==> src/rtl/mem_boot_loader.sv <==
// Byte-stream boot loader: assembles little-endian words from a valid/ready byte
// stream, writes them to consecutive data-memory words, then releases the CPU reset.
module mem_boot_loader #(
  parameter int          NUM_WORDS = 16,
  parameter logic [31:0] BASE_ADDR = 32'h0000_0000
) (
  input  logic        clk,
  input  logic        reset,
  input  logic        rx_valid,
  input  logic [7:0]  rx_data,
  output logic        rx_ready,
  input  logic        boot_req,
  output logic        cpu_reset,
  output logic        Ext_MemWrite,
  output logic [31:0] Ext_DataAdr,
  output logic [31:0] Ext_WriteData,
  output logic        done,
  output logic [15:0] word_count
);

  typedef enum logic [1:0] {LOAD, WRITE, RELEASE, RUN} state_t;

  localparam logic [15:0] NumWordsC = 16'(NUM_WORDS);

  state_t      stateQ, stateD;
  logic [1:0]  byteIdx;
  logic [23:0] shiftReg;
  logic [31:0] dataAdr;
  logic [31:0] writeData;
  logic [15:0] wordCnt;
  logic        accept;
  logic        lastWord;

  // rx_ready is gated by reset so nothing is offered while reset is held high
  assign rx_ready     = (stateQ == LOAD) && !reset;
  assign accept       = rx_valid && rx_ready;
  assign lastWord     = (wordCnt + 16'd1) == NumWordsC;
  assign cpu_reset    = (stateQ != RUN);
  assign Ext_MemWrite = (stateQ == WRITE);
  assign done         = (stateQ == RUN);
  assign Ext_DataAdr   = dataAdr;
  assign Ext_WriteData = writeData;
  assign word_count    = wordCnt;

  always_comb begin
    stateD = stateQ;
    case (stateQ)
      LOAD:    if (accept && byteIdx == 2'd3) stateD = WRITE;
      WRITE:   stateD = lastWord ? RELEASE : LOAD;
      RELEASE: stateD = RUN;
      RUN:     if (boot_req) stateD = LOAD;
      default: stateD = LOAD;
    endcase
  end

  always_ff @(posedge clk or posedge reset) begin
    if (reset) stateQ <= LOAD;
    else       stateQ <= stateD;
  end

  always_ff @(posedge clk or posedge reset) begin
    if (reset) begin
      byteIdx   <= 2'd0;
      shiftReg  <= 24'd0;
      dataAdr   <= BASE_ADDR;
      writeData <= 32'd0;
      wordCnt   <= 16'd0;
    end else begin
      if (accept) begin
        byteIdx <= byteIdx + 2'd1;
        case (byteIdx)
          2'd0:    shiftReg[7:0]   <= rx_data;
          2'd1:    shiftReg[15:8]  <= rx_data;
          2'd2:    shiftReg[23:16] <= rx_data;
          default: writeData       <= {rx_data, shiftReg};
        endcase
      end
      // Address advances after each write so it always names the next target word
      if (stateQ == WRITE) begin
        wordCnt <= wordCnt + 16'd1;
        dataAdr <= dataAdr + 32'd4;
      end
      if (stateQ == RUN && boot_req) begin
        wordCnt <= 16'd0;
        byteIdx <= 2'd0;
        dataAdr <= BASE_ADDR;
      end
    end
  end

endmodule

==> config.mk <==
export PLATFORM = sky130hd
export DESIGN_NAME = mem_boot_loader
export DESIGN_NICKNAME = d
export VERILOG_FILES = /design/src/rtl/mem_boot_loader.sv
export SDC_FILE = /design/constraint.sdc
export NUM_CORES = 1
export LEC_CHECK = 0
export ABC_CLOCK_PERIOD_IN_PS = 5700
export CAP_MARGIN = 20
export CORE_MARGIN = 2
export CORE_UTILIZATION = 33
export DETAILED_ROUTE_END_ITERATION = 16
export PLACE_DENSITY = 0.64
export SETUP_SLACK_MARGIN = 0.15
export SLEW_MARGIN = 20
export SYNTH_ARGS = -nofsm -noshare
export SYNTH_HDL_FRONTEND = slang
export SYNTH_SLANG_ARGS = --single-unit
==> constraint.sdc <==
create_clock -name clk -period 5.7 [get_ports clk]
set_clock_uncertainty 0.05 [all_clocks]
set_input_delay 0.57 -clock clk [delete_from_list [all_inputs] [get_ports clk]]
set_output_delay 0.57 -clock clk [all_outputs]
set_load 0.005 [all_outputs]
; ---- Yosys cells after proc, flatten, opt, wreduce, memory -nomap -nowiden
; Index checks and enable logic that the tools add are counted.
[totals]
out_inout_bits = 84
input_bits = 12
word_cells = 47
ff_bits = 108
[classes]
eq_ne = 10
bitwise_logic = 1
reduce_logical = 15
addsub = 3
muxes = 10
[op_table]
columns = op, n
row1 = 2-to-1 mux 32 bit, 2
row2 = adder 32 x 3 -> 32 bit (second input constant), 1
row3 = 2-to-1 mux 16 bit, 2
row4 = adder 16 x 1 -> 16 bit (second input constant), 1
row5 = equality test 16 x 5 -> 1 bit (second input constant), 1
row6 = 2-to-1 mux 2 bit, 5
row7 = AND reduction 2 bit, 5
row8 = equality test 2 bit (second input constant), 4
row9 = one-hot mux 2 bit (4 select lines), 1
row10 = equality test 2 x 1 -> 1 bit (second input constant), 2
row11 = logical AND 1 bit, 4
row12 = zero test 2 bit, 2
row13 = != test 2 bit (second input constant), 2
row14 = nonzero test 2 bit, 2
row15 = OR reduction 3 bit, 1
row16 = adder 2 x 1 -> 2 bit (second input constant), 1
row17 = != test 2 x 1 -> 1 bit (second input constant), 1
row18 = zero test 1 bit, 1
row19 = inverter 1 bit, 1

; ---- Logic depth before layout (Yosys ltp)
[depth]
depth_word = 6
mapped_depth = 7
ltp_nobuf = 7

; ---- Worst setup path after synthesis
; OpenSTA, ideal clock, no wires.
[synth_path]
path_kind = register to register
startpoint = register wordCnt[3] (netlist: word_count[3])
endpoint = register stateQ[1]
n_path_buf = 1
stages_incl_launch_ff = 7
slack_ps = 3737
required_time_ps = 5540
setup_ps = 110
synth_period_minus_slack_ps = 1963
t_arrival_ps = 1803
path_cell_list = dfrtp_1 > buf_2 > nand4_1 > nor4_1 > mux2i_1 > a22oi_1 > o41ai_1
[synth_via]
elab_chain_cells = 4
[synth_rtl]
columns = element, line_no
row1 = from (decl), 30  ; logic [15:0] wordCnt;
row2 = from (signal assigned), 80  ; wordCnt <= wordCnt + 16'd1;
row3 = adder 16 x 1 -> 16 bit, 37  ; assign lastWord = (wordCnt + 16'd1) == NumWordsC;
row4 = equality test 16 x 5 -> 1 bit, 37
row5 = 2-to-1 mux 2 bit, 49  ; WRITE: stateD = lastWord ? RELEASE : LOAD;
row6 = one-hot mux 2 bit (4 select lines), 47  ; case (stateQ)
row7 = to (signal assigned), 58  ; else stateQ <= stateD;
row8 = to (decl), 25  ; state_t stateQ, stateD;
; No other way between the ends.
; A chain may end at the register's enable or synchronous reset.

; ---- Final worst setup path
[layout_path]
startpoint = register stateQ[1]
endpoint = output port Ext_MemWrite
[layout_via]
elab_chain_cells = 1
[layout_rtl]
columns = element, line_no
row1 = equality test 2 x 1 -> 1 bit, 39  ; assign Ext_MemWrite = (stateQ == WRITE);
row2 = to (decl), 14  ; output logic Ext_MemWrite,
; No other way between the ends.

==> flow_summary.ini <==
[outcome]
status = finished clean

[clock_network]
cts_buffers = 9
clk_pin_slew_ns = 0.07
clk-insertion-delay-late_ns = 0.35
cts_resized = 0
post-cts-setup-buffers = 0
root_buffer = clkbuf_16
cts_tree = done
cts_sinks = 106
htreeDepth = 3
hold_buffers = 0
clockBufferDepth = 2

[setup_path]
worstRegToRegCells = 8
end_kind = primary output
worst_ep_required_time_ns = 5.08
crit_type = reg2out
crit_fanout = 25
startpoint_type = flop
worstPathArrival_ns = 2.19

[placed_design]
place_inst = 696
placed_cell_area_sq_mm = 0.005941
gp_congestion = 0.8195
dp_hpwl_um = 7649
portBuffers = 93

[floorplanning]
start_util_pct = 33.60
die_w_um = 125.2
placementRows = 44
die_area_sq_mm = 0.01567
fp.dieH_um = 125.2
pin_count = 96
design.core.area_sq_mm = 0.01442

[route]
wire_per_inst_um = 15.36
postRouteAntennaNets = 0
wl_um = 10940
route.detailed.drc = 0
via_count = 3652
firstDrtPassIters = 5
routed_via_density = 5.129
drtIter0Drc = 265

[synth]
synth_area_leaders = dfrtp_1 (55%), mux2_2 (13%), nand2_1 (4.3%)
netlist-cell-type-count = 45
synth.yosys.seq_area_share_pct = 54.74
synth_top_area_cell = dfrtp_1
synth_top_area_share_pct = 54.74
ys_seq_elements = 106
ys_warn_count = 0
avgSynthCellArea_sq_um = 11.19
synthCells = 433
synth-main-ff-cell = dfrtp_1
syn-cell-area_sq_mm = 0.004846
async_flop_share_pct = 100.0
synth-edff-count = 0

[hold_path]
hold_depth = 1
hold_class = reg2reg

[timing]
final_hold_viol_count = 0
fmax_mhz = 355.9
max-slew-margin-rel_pct = 43.46
timing.final.crit_period_ns = 2.810
rsz0062_at_grt = false
fin_crit_sh_pct = 49.29
worst_pin_slew_ns = 0.8461
tns_ns = 0
drv_slew = 0
setup_viol = 0

[global_routing]
grt_pass1_vias = 3592
grt-ovfl-total = 0
grtUsageTotal_pct = 14.41
grt_max_degree = 67
antenna_found_initial = 0
grt_pass1_wl_um = 18330

[layout]
utilization_pct = 43.07
final_area_sq_mm = 0.006212
layout-drive-gt1-share_pct = 15.91
diodes = 0
final_cell_count_no_fill = 712
area_growth_pct = 28.20
nets = 542

[power]
ir_drop_uv = 162.6
p_leak_nw = 2.700
total_power_mw = 2.662
p_per_area_mw_per_mm2 = 428.5

[flow_run]
cap_viol_max_count = 0
worst max-delay path, cell delays in order, from the launching register on:
cell	delay (ns)
dfrtp_1	0.42
inv_1	0.08
nand2_1	0.63
clkinv_1	0.21
clkdlybuf4s50_1	0.50
cell type report:
type / count / area (sq um)
Clock buffer: 10 / 229.0
Clock inverter: 6 / 42.54
Fill cell: 1364 / 8212
Inverter: 10 / 40.04
Multi-Input combinational cell: 299 / 2057
Sequential cell: 106 / 2653
Tap cell: 184 / 230.2
Timing Repair Buffer: 97 / 960.9
cell usage in the layout (no fill, tap or decap), drive strengths merged, types with 5 or more instances in the layout:
cell type,synthesis,routed
dfrtp,106,106
clkdlybuf4s50,0,93
nand2,56,56
mux2,56,56
o21ai,40,40
nand3,22,22
nor2,22,22
mux2i,17,17
nand4,13,13
and3,11,11
clkbuf,10,10
inv,9,10
nor4,8,8
a21oi,7,7
ha,7,7
o31ai,5,5
xnor2,5,5
a31oi,5,5
metal layers:
metal	global-route usage, %	vias up	part of all wire [%]
li1	-	1727	-
met1	18.99	1804	46
met2	22.79	104	47
met3	4.536	17	4.5
met4	4.444	0	1.9
met5	0	-	0
registers in the layout, summed over array words and instances, names as in the netlist:
name           flops
byteIdx            2
stateQ             2
word_count        16
Ext_WriteData     32
Ext_DataAdr       30
shiftReg          24
metrics by stage:
stage               setup WS, ns  hold slack [ns]
floorplan                  2.291           0.4225
global placement           3.061           0.4298
detailed placement         2.949           0.4383
CTS                        2.883           0.4482
global route               2.646           0.4636
finish                     2.890           0.4436
final timing paths:
kind                                 start              end  slack (ns)
min in group asynchronous            reset        stateQ[0]        0.59
max                              stateQ[1]     Ext_MemWrite        2.89
max in group asynchronous            reset  Ext_DataAdr[23]        3.81
min reg2reg                Ext_DataAdr[31]  Ext_DataAdr[31]        0.44
max reg2reg                      stateQ[1]  Ext_DataAdr[28]        2.90
min                        Ext_DataAdr[31]  Ext_DataAdr[31]        0.44
where the power goes:
| part | switching (mW) | internal, mW | leakage (nW) |
|---|---|---|---|
| Clock | 0.273 | 0.297 | 0.129 |
| Sequential | 0.219 | 1.02 | 1.36 |
| Combinational | 0.308 | 0.545 | 1.22 |
| Total | 0.800 | 1.86 | 2.70 |
kinds of logic after synthesis:
logic type / share of synthesized area, %
fa+ha+maj: 1.807
xor+xnor: 1.446
flops: 54.74
other cells: 0.07739
compound gates: 7.927
mux: 16.52
buf+inv: 2.891
simple gates: 14.59
synth_stat cells (2+ instances only):
cell type	instances
buf_4	2
mux2_2	56
nor4_2	2
xor2_1	3
o22ai_1	2
mux2i_1	17
a22o_1	2
nor3_1	3
xnor2_1	5
nor2_1	22
a21oi_1	7
buf_2	5
nand3_1	22
and3_2	2
o31ai_1	5
inv_1	9
ha_1	7
nor4_1	5
nand4_1	13
a31oi_1	5
o21ai_0	39
clkbuf_1	9
dfrtp_1	106
nand2_1	56
and3_1	9
Power figures use the tool's default switching activity.
